[config.mk]
export PLATFORM = sky130hd
export DESIGN_NAME = serdes_tx_sched
export DESIGN_NICKNAME = d
export VERILOG_FILES = /design/src/rtl/serdes_pkg.sv /design/src/rtl/serdes_tx_sched_rr_arbiter.sv /design/src/rtl/serdes_tx_sched.sv
export SDC_FILE = /design/constraint.sdc
export NUM_CORES = 1
export LEC_CHECK = 0
export ABC_CLOCK_PERIOD_IN_PS = 2580
export BUFFER_PORTS_ARGS = -buffer_cell sky130_fd_sc_hd__buf_4
export CORE_UTILIZATION = 49
export CTS_BUF_LIST = sky130_fd_sc_hd__clkbuf_8
export CTS_CLUSTER_SIZE = 10
export DETAILED_ROUTE_END_ITERATION = 6
export MAX_ROUTING_LAYER = met4
export PLACE_DENSITY = 0.76
export SYNTH_ARGS = -nofsm -noshare
export SYNTH_HDL_FRONTEND = slang
export SYNTH_SLANG_ARGS = --single-unit
[constraint.sdc]
create_clock -name TRANSCLK -period 2.58 [get_ports TRANSCLK]
set_input_delay 0.129 -clock TRANSCLK [delete_from_list [all_inputs] [get_ports TRANSCLK]]
set_output_delay 0.129 -clock TRANSCLK [all_outputs]
set_load 0.03 [all_outputs]
[src/rtl/serdes_pkg.sv]
// Shared symbols, frame geometry and link state encoding for the 10-bit transmit path.
// Pure declarations: no timing and no flow control of its own.
package serdes_pkg;
    localparam int SYM_W     = 10;
    localparam int FRAME_LEN = 10;
    localparam int SLOT_W    = $clog2(FRAME_LEN);

    localparam logic [SYM_W-1:0] COMMA_RDN = 10'b0011111010;
    localparam logic [SYM_W-1:0] COMMA_RDP = 10'b1100000101;

    typedef enum logic [1:0] {
        IDLE  = 2'd0,
        TRAIN = 2'd1,
        RUN   = 2'd2
    } state_e;
endpackage

[src/rtl/serdes_tx_sched_rr_arbiter.sv]
// Rotating-priority arbiter: purely combinational, zero latency.
// Never grants while enable is low; the grant is at most one-hot.
module rr_arbiter #(
    parameter  int NREQ = 4,
    localparam int PW   = $clog2(NREQ)
) (
    input  logic [NREQ-1:0] valid,
    input  logic [PW-1:0]   ptr,
    input  logic            enable,
    output logic [NREQ-1:0] grant,
    output logic [PW-1:0]   idx,
    output logic            found
);
    logic [PW:0]   sum;
    logic [PW-1:0] cand;

    // Walk candidates ptr, ptr+1, ... modulo NREQ; the first valid one wins.
    always_comb begin
        grant = '0;
        idx   = '0;
        found = 1'b0;
        sum   = '0;
        cand  = '0;
        if (enable) begin
            for (int k = 0; k < NREQ; k++) begin
                sum = {1'b0, ptr} + (PW+1)'(k);
                if (sum >= (PW+1)'(NREQ)) begin
                    sum = sum - (PW+1)'(NREQ);
                end
                cand = sum[PW-1:0];
                if (!found && valid[cand]) begin
                    found       = 1'b1;
                    idx         = cand;
                    grant[cand] = 1'b1;
                end
            end
        end
    end
endmodule

[src/rtl/serdes_tx_sched.sv]
// Serializer word-slot scheduler: IDLE -> TRAIN commas -> round-robin data, one word per frame.
// Grants only in the last slot of a frame; word_out is held for a full frame starting at word_load.
module serdes_tx_sched
    import serdes_pkg::*;
#(
    parameter int               NREQ        = 4,
    parameter int               TRAIN_WORDS = 16,
    parameter logic [SYM_W-1:0] COMMA       = COMMA_RDN
) (
    input  logic                    TRANSCLK,
    input  logic                    RESET_L,
    input  logic                    tx_enable,
    input  logic [NREQ-1:0]         req_valid,
    input  logic [SYM_W*NREQ-1:0]   req_data,
    output logic [NREQ-1:0]         req_ready,
    output logic [SYM_W-1:0]        word_out,
    output logic                    word_load,
    output logic                    link_up,
    output logic                    frame_is_data
);
    localparam int                PW         = $clog2(NREQ);
    localparam logic [7:0]        TRAIN_LAST = 8'(TRAIN_WORDS - 1);
    localparam logic [SLOT_W-1:0] SLOT_LAST  = SLOT_W'(FRAME_LEN - 1);

    state_e            state_q, state_d;
    logic [SLOT_W-1:0] slot_q, slot_d;
    logic [7:0]        train_cnt_q, train_cnt_d;
    logic [PW-1:0]     rr_ptr_q, rr_ptr_d;
    logic [SYM_W-1:0]  word_out_q, word_out_d;
    logic              is_data_q, is_data_d;
    logic              word_load_q, word_load_d;

    logic              decide;
    logic              arb_en;
    logic [NREQ-1:0]   arb_grant;
    logic [PW-1:0]     arb_idx;
    logic              arb_found;

    assign decide = (slot_q == SLOT_LAST);
    assign arb_en = decide && (state_q == RUN) && tx_enable;

    rr_arbiter #(.NREQ(NREQ)) u_arb (
        .valid  (req_valid),
        .ptr    (rr_ptr_q),
        .enable (arb_en),
        .grant  (arb_grant),
        .idx    (arb_idx),
        .found  (arb_found)
    );

    always_ff @(posedge TRANSCLK or negedge RESET_L) begin
        if (!RESET_L) begin
            state_q     <= IDLE;
            slot_q      <= '0;
            train_cnt_q <= '0;
            rr_ptr_q    <= '0;
            word_out_q  <= COMMA;
            is_data_q   <= 1'b0;
            word_load_q <= 1'b0;
        end else begin
            state_q     <= state_d;
            slot_q      <= slot_d;
            train_cnt_q <= train_cnt_d;
            rr_ptr_q    <= rr_ptr_d;
            word_out_q  <= word_out_d;
            is_data_q   <= is_data_d;
            word_load_q <= word_load_d;
        end
    end

    // Dropping tx_enable wins over every other transition at the decision edge.
    always_comb begin
        state_d = state_q;
        if (decide) begin
            if (!tx_enable) begin
                state_d = IDLE;
            end else begin
                case (state_q)
                    IDLE:    state_d = TRAIN;
                    TRAIN:   state_d = (train_cnt_q == TRAIN_LAST) ? RUN : TRAIN;
                    RUN:     state_d = RUN;
                    default: state_d = IDLE;
                endcase
            end
        end
    end

    always_comb begin
        slot_d      = decide ? '0 : slot_q + 1'b1;
        word_load_d = decide;
        train_cnt_d = train_cnt_q;
        rr_ptr_d    = rr_ptr_q;
        word_out_d  = word_out_q;
        is_data_d   = is_data_q;
        if (decide) begin
            word_out_d = COMMA;
            is_data_d  = 1'b0;
            if (state_q == IDLE) begin
                train_cnt_d = '0;
            end else if (state_q == TRAIN && train_cnt_q != 8'hFF) begin
                train_cnt_d = train_cnt_q + 8'd1;
            end
            if (arb_found) begin
                word_out_d = req_data[int'(arb_idx)*SYM_W +: SYM_W];
                is_data_d  = 1'b1;
                rr_ptr_d   = (arb_idx == PW'(NREQ - 1)) ? '0 : arb_idx + 1'b1;
            end
        end
    end

    assign req_ready     = arb_grant;
    assign word_out      = word_out_q;
    assign word_load     = word_load_q;
    assign frame_is_data = is_data_q;
    assign link_up       = (state_q == RUN);
endmodule
Yosys cells after proc, flatten, opt, wreduce, memory -nomap -nowiden
Index checks and enable logic that the tools add are counted.

Shift operators: 1. Divide/modulo/power cells: 0. $add $sub $neg: 10. Eq/ne operators: 6. Bitwise gates (word level): 3. Multiply operators: 1. Multiplexer cells: 54. Magnitude comparators: 12. Reductions and logical operators: 17.

Operator list (count): 40-bit by 7-bit variable part select with 10-bit output (1); 4-bit 2-to-1 mux (9); 2-bit 2-to-1 mux (16); 1-bit 2-to-1 mux (17); 8-bit 2-to-1 mux (2); 2-bit by 3-bit less-than comparator with 1-bit output (second input constant) (4); 4-bit OR (3); 1-bit logical AND (10); 10-bit 2-to-1 mux (1); 3-bit >= comparator (second input constant) (3); 8-bit by 1-bit adder with 8-bit output (second input constant) (1); 1-bit binary-select mux with 2-bit select (4); 1-bit demux with 2-bit select (4); 8-bit by 4-bit == test with 1-bit output (second input constant) (1); 2-bit by 1-bit >= comparator with 1-bit output (second input constant) (4); 8-bit inequality test (second input constant) (1); 2-bit by 1-bit subtractor with 2-bit output (second input constant) (4); 2-bit by 2-bit adder with 3-bit output (second input constant) (2); 2-bit case mux with 3 select lines (1); 2-bit by 3-bit multiplier with 5-bit output (second input constant) (1); 4-bit by 1-bit adder with 4-bit output (second input constant) (1); 2-bit == test (second input constant) (2); 4-bit == test (second input constant) (1); 2-bit AND reduction (2); other kinds (7) (9).

Output and inout port bits: 17. ROM bits: 0. Memories kept: 0. Latch bits: 0. Bits of input ports: 47. RAM bits: 0. Logic and storage cells: 111. Flip-flop bits (word level): 28.

Logic depth before layout (Yosys ltp)
Depth after elaboration: 23. Gate-level depth with buffers: 11. Gate-level depth less buffers: 7.

Modules after synthesis
Synthesis repeated with hierarchy kept, for this count alone.

Cells, all modules: 208. Area, all modules: 2170.8 um^2.

Modules (own cells, without submodules): serdes_tx_sched (times used 1, cells each 123, area each 1485.2 um^2, sequential area each 708.2 um^2); rr_arbiter (times used 1, cells each 85, area each 685.7 um^2, sequential area each 0.0 um^2).

Worst setup path before layout
Ideal clock, no wire load.

Path kind: register to output. Start: reg rr_ptr_q[0]. End: out req_ready[0]. Arrival time: 2.963 ns. Stages on the path, launching flop included: 12. Data required time: 2.451 ns. Path slack: -0.512 ns. Path buffers: 4. Cell sequence: dfrtp_1 > buf_4 > buf_2 > inv_1 > ha_1 > buf_2 > mux4_2 > buf_2 > nor2b_1 > a22oi_1 > or2_2 > a21oi_1.

Longest elaborated chain between the ends: 19. Elaborated cells on any way between the ends: 70. Classes of those cells: add/sub (7); order compare (12); mux (38); bitwise (3); reduce/logical (10).

RTL lines: start, declared (line serdes_tx_sched.sv:28) `logic [PW-1:0] rr_ptr_q, rr_ptr_d;`; start signal, assigned (line serdes_tx_sched.sv:64) `rr_ptr_q <= rr_ptr_d;`; parallel branches: the longest is 17 deep, another holds 2-bit by 1-bit adder with 3-bit output; 4-bit 2-to-1 mux (*) (line serdes_tx_sched_rr_arbiter.sv:31) `if (!found && valid[cand]) begin`; 4-bit 2-to-1 mux (*) (line serdes_tx_sched_rr_arbiter.sv:24) `if (enable) begin`; end, declared (line serdes_tx_sched.sv:15) `output logic [NREQ-1:0] req_ready,`.

Every way passes the cells marked *. The select of a mux whose other input is x is not followed.

Worst setup path after layout
Same ends and word-level chain as after synthesis.

==> metrics <==
commonest non-fill, non-tap cells in the layout=buf_4, dfrtp_1, nor3_1; maximum VDD drop=between 150 and 200 uV; Critical R2R Capture=word_out[1]; routed length on met2=between 2000 and 3000 microns; DRC viols=0; Slew HR=about a quarter; critical path peak fanout=6; Root Driver=clkbuf_8; fin crit period=approximately 2500 ps; vias in the first global route=roughly 2100; Reg2Reg Depth=9; asr flop ratio synth=100.0%; clock sinks=28; WHS=139.8 ps; Crit path required time=2450 ps; num rows=24; status=finished clean; reg-to-reg startpoint=rr_ptr_q[0]; Synth Net Count=304; Total GRT Usage=25.85%; Critical Path Start=rr_ptr_q[0]; most common cell after layout, fill and taps aside=buf_4; die area=4898 sq um; initial antenna violation count=0; Final Max Slew Viols=0; first-pass GRT wire length=10050 microns; H-tree depth=1; Distinct cells, synth=60; setup TNS=0 ps; Routed Antenna Nets=0; routed wire length on met3=between 300 and 400 microns; clock slew at reported path FFs=roughly 100 ps; layout filler cell count=348; Wirelength per Cell=about 16 microns; Peak Freq=407.5 MHz; Synth Register Bits=28; Layout Skew=3.580 ps; layout cells sized above 1=between 30% and 40%; Setup crit start kind=register; Synth Instances=249; Post-Route WL=~6000 microns; sequential area share after synthesis=a little under a third; Warnings, synthesis=0; Worst-Margin Slew=between 1000 and 1500 ps; Post-Syn Area=roughly 2300 sq um; FF-to-FF setup slack=between 100 and 150 ps; area delta synth->final=31.16%; CTS Buf Count=3; EDFF count, synth=0; GPL Wtd Cong=approximately 0.86; Clock Path Buffers=2; endpoints failing setup=0; min-delay worst type=primary input to register; total gr overflow=0; max cap viols=0; Critical Path End Type=output port; Starting Density=between 50 and 60%; synthesized area per cell=slightly above 9 sq um; Detailed Route Iter0 Violations=192; worst path arrival time=about 2300 ps; final number of hold-violating endpoints=0; Die Wd=roughly 70 microns; PD cells=about 330 nW/um^2; end of the critical path=req_ready[0]; Top Ports=64; worst-path cell chain=inv_4 -> ha_1 -> mux4_2 -> nor2b_4 -> a22oi_1 -> or2_2 -> a21oi_4 -> buf_4; hpwl dp=approximately 4300 microns; NumNets Final=roughly 370; post-DR vias/cell=just over 6; # port buffers=63; CP max stage delay=about 430 ps; wl on met1=about 2700 microns; Synth Flop Type=dfrtp_1; ant diodes=0; highest routed layer=met4; total number of vias=~2200; Clock Latency Late Sink=280 ps; kind of critical path=register to output port; RSZ-0062 raised after global routing=false; critical path's slowest cell=dfrtp_2; CTS tree=yes; P_leak=about 1.3 nW; largest net degree at the start of global routing=29; first drt pass iteration count=5; Core Box Area=~4400 sq um; Final period util=approximately 95%; die height=69.99 microns
-- critical path: cells and delay by family, from the launching register on --
kind | cells | cell delay, ps
AOI/OAI and AO/OA | 2 | 210
muxes | 1 | 370
DFF | 1 | 430
and+or+nand+nor | 2 | 470
adders and majority gates | 1 | 310
buffers and inverters | 2 | 250
-- metal layers --
metal  GRT usage, %  vias up
met5              -        -
met4          6.444        0
met3          2.742        4
met2          40.92       82
met1          35.67     1065
li1               -     1083
-- Yosys cell counts, types with 3 or more instances --
| cell type | number | share of area [%] |
|---|---|---|
| nor2_1 | 11 | 1.8 |
| ha_1 | 8 | 4.4 |
| dfrtp_1 | 22 | 24 |
| a22oi_1 | 11 | 3.6 |
| mux2i_1 | 13 | 5.7 |
| o22ai_1 | 8 | 2.2 |
| a21o_1 | 7 | 2.3 |
| a21oi_1 | 10 | 2.2 |
| nor3b_1 | 5 | 1.7 |
| nor4_1 | 4 | 1.1 |
| nand3_1 | 8 | 1.8 |
| nand2b_1 | 3 | 0.83 |
| or3_1 | 3 | 0.83 |
| buf_6 | 3 | 1.5 |
| buf_2 | 8 | 1.8 |
| dfstp_2 | 6 | 7.0 |
| nor3_1 | 19 | 4.2 |
| o32ai_1 | 6 | 2.3 |
| xnor2_1 | 6 | 2.3 |
| inv_1 | 7 | 1.2 |
| nand2_1 | 18 | 3.0 |
| clkbuf_1 | 3 | 0.50 |
| o21ai_0 | 7 | 1.5 |
| or2_2 | 4 | 1.1 |
-- per-stage QoR --
step,area [sq um],util (%),setup WS (ps),power (mW),instances
detailed placement,2867,65.38,204.4,0.6225,360
global route,2970,67.75,13.05,1.011,368
CTS,2948,67.24,2.825,0.9822,365
finish,2970,67.75,126.0,0.9736,368
global placement,2867,65.38,295.1,0.6200,360
floorplan,2336,-,7.765,0.5383,249
-- where the power goes --
group	total, mW	switching [mW]	internal (mW)
combinational	0.176	0.0828	0.0929
clock	0.353	0.145	0.208
sequential	0.445	0.00273	0.442
total	0.974	0.230	0.743
-- area by class of cell --
cell class	count	area, sq um	area share [%]
Clock buffer	3	41.29	1.390
Tap cell	52	65.06	2.190
Sequential cell	28	709.4	23.88
Clock inverter	1	30.03	1.011
Multi-Input combinational cell	195	1469	49.45
Timing Repair Buffer	81	623.1	20.98
Inverter	8	32.53	1.095
-- sequential cells by signal, indices dropped and copies added (netlist names) --
signal	flops
word_out	10
train_cnt_q	8
slot_q	4
rr_ptr_q	2
state_q	2
frame_is_data	1
word_load	1
-- kinds of logic after synthesis --
logic type,count (synthesis),synth area share (%)
DFF,28,31.27
xor gates and xnor gates,6,2.320
buffers and inverters,26,6.188
muxes,18,9.889
and+or+nand+nor,92,23.20
AOI/OAI and AO/OA,71,22.71
adders and majority gates,8,4.420
-- worst min path at each step --
stage                     end         start  slack, ps  cells past startpoint
6_report          word_out[5]  req_data[35]        140                      3
5_1_grt           word_out[5]  req_data[35]        140                      3
4_1_cts           word_out[5]  req_data[35]        130                      3
3_5_place_dp   train_cnt_q[0]       RESET_L         80                      1
3_3_place_gp   train_cnt_q[0]       RESET_L         70                      1
2_1_floorplan   frame_is_data       RESET_L       -170                      0
-- repair_timing --
action	CTS	global route
endpoints found under the hold margin	22	0
gates resized for setup	0	0
hold buffers	1	0
endpoints found under the setup margin	0	4
setup buffers	0	3
Note: power is estimated with default switching activity, not from simulation.
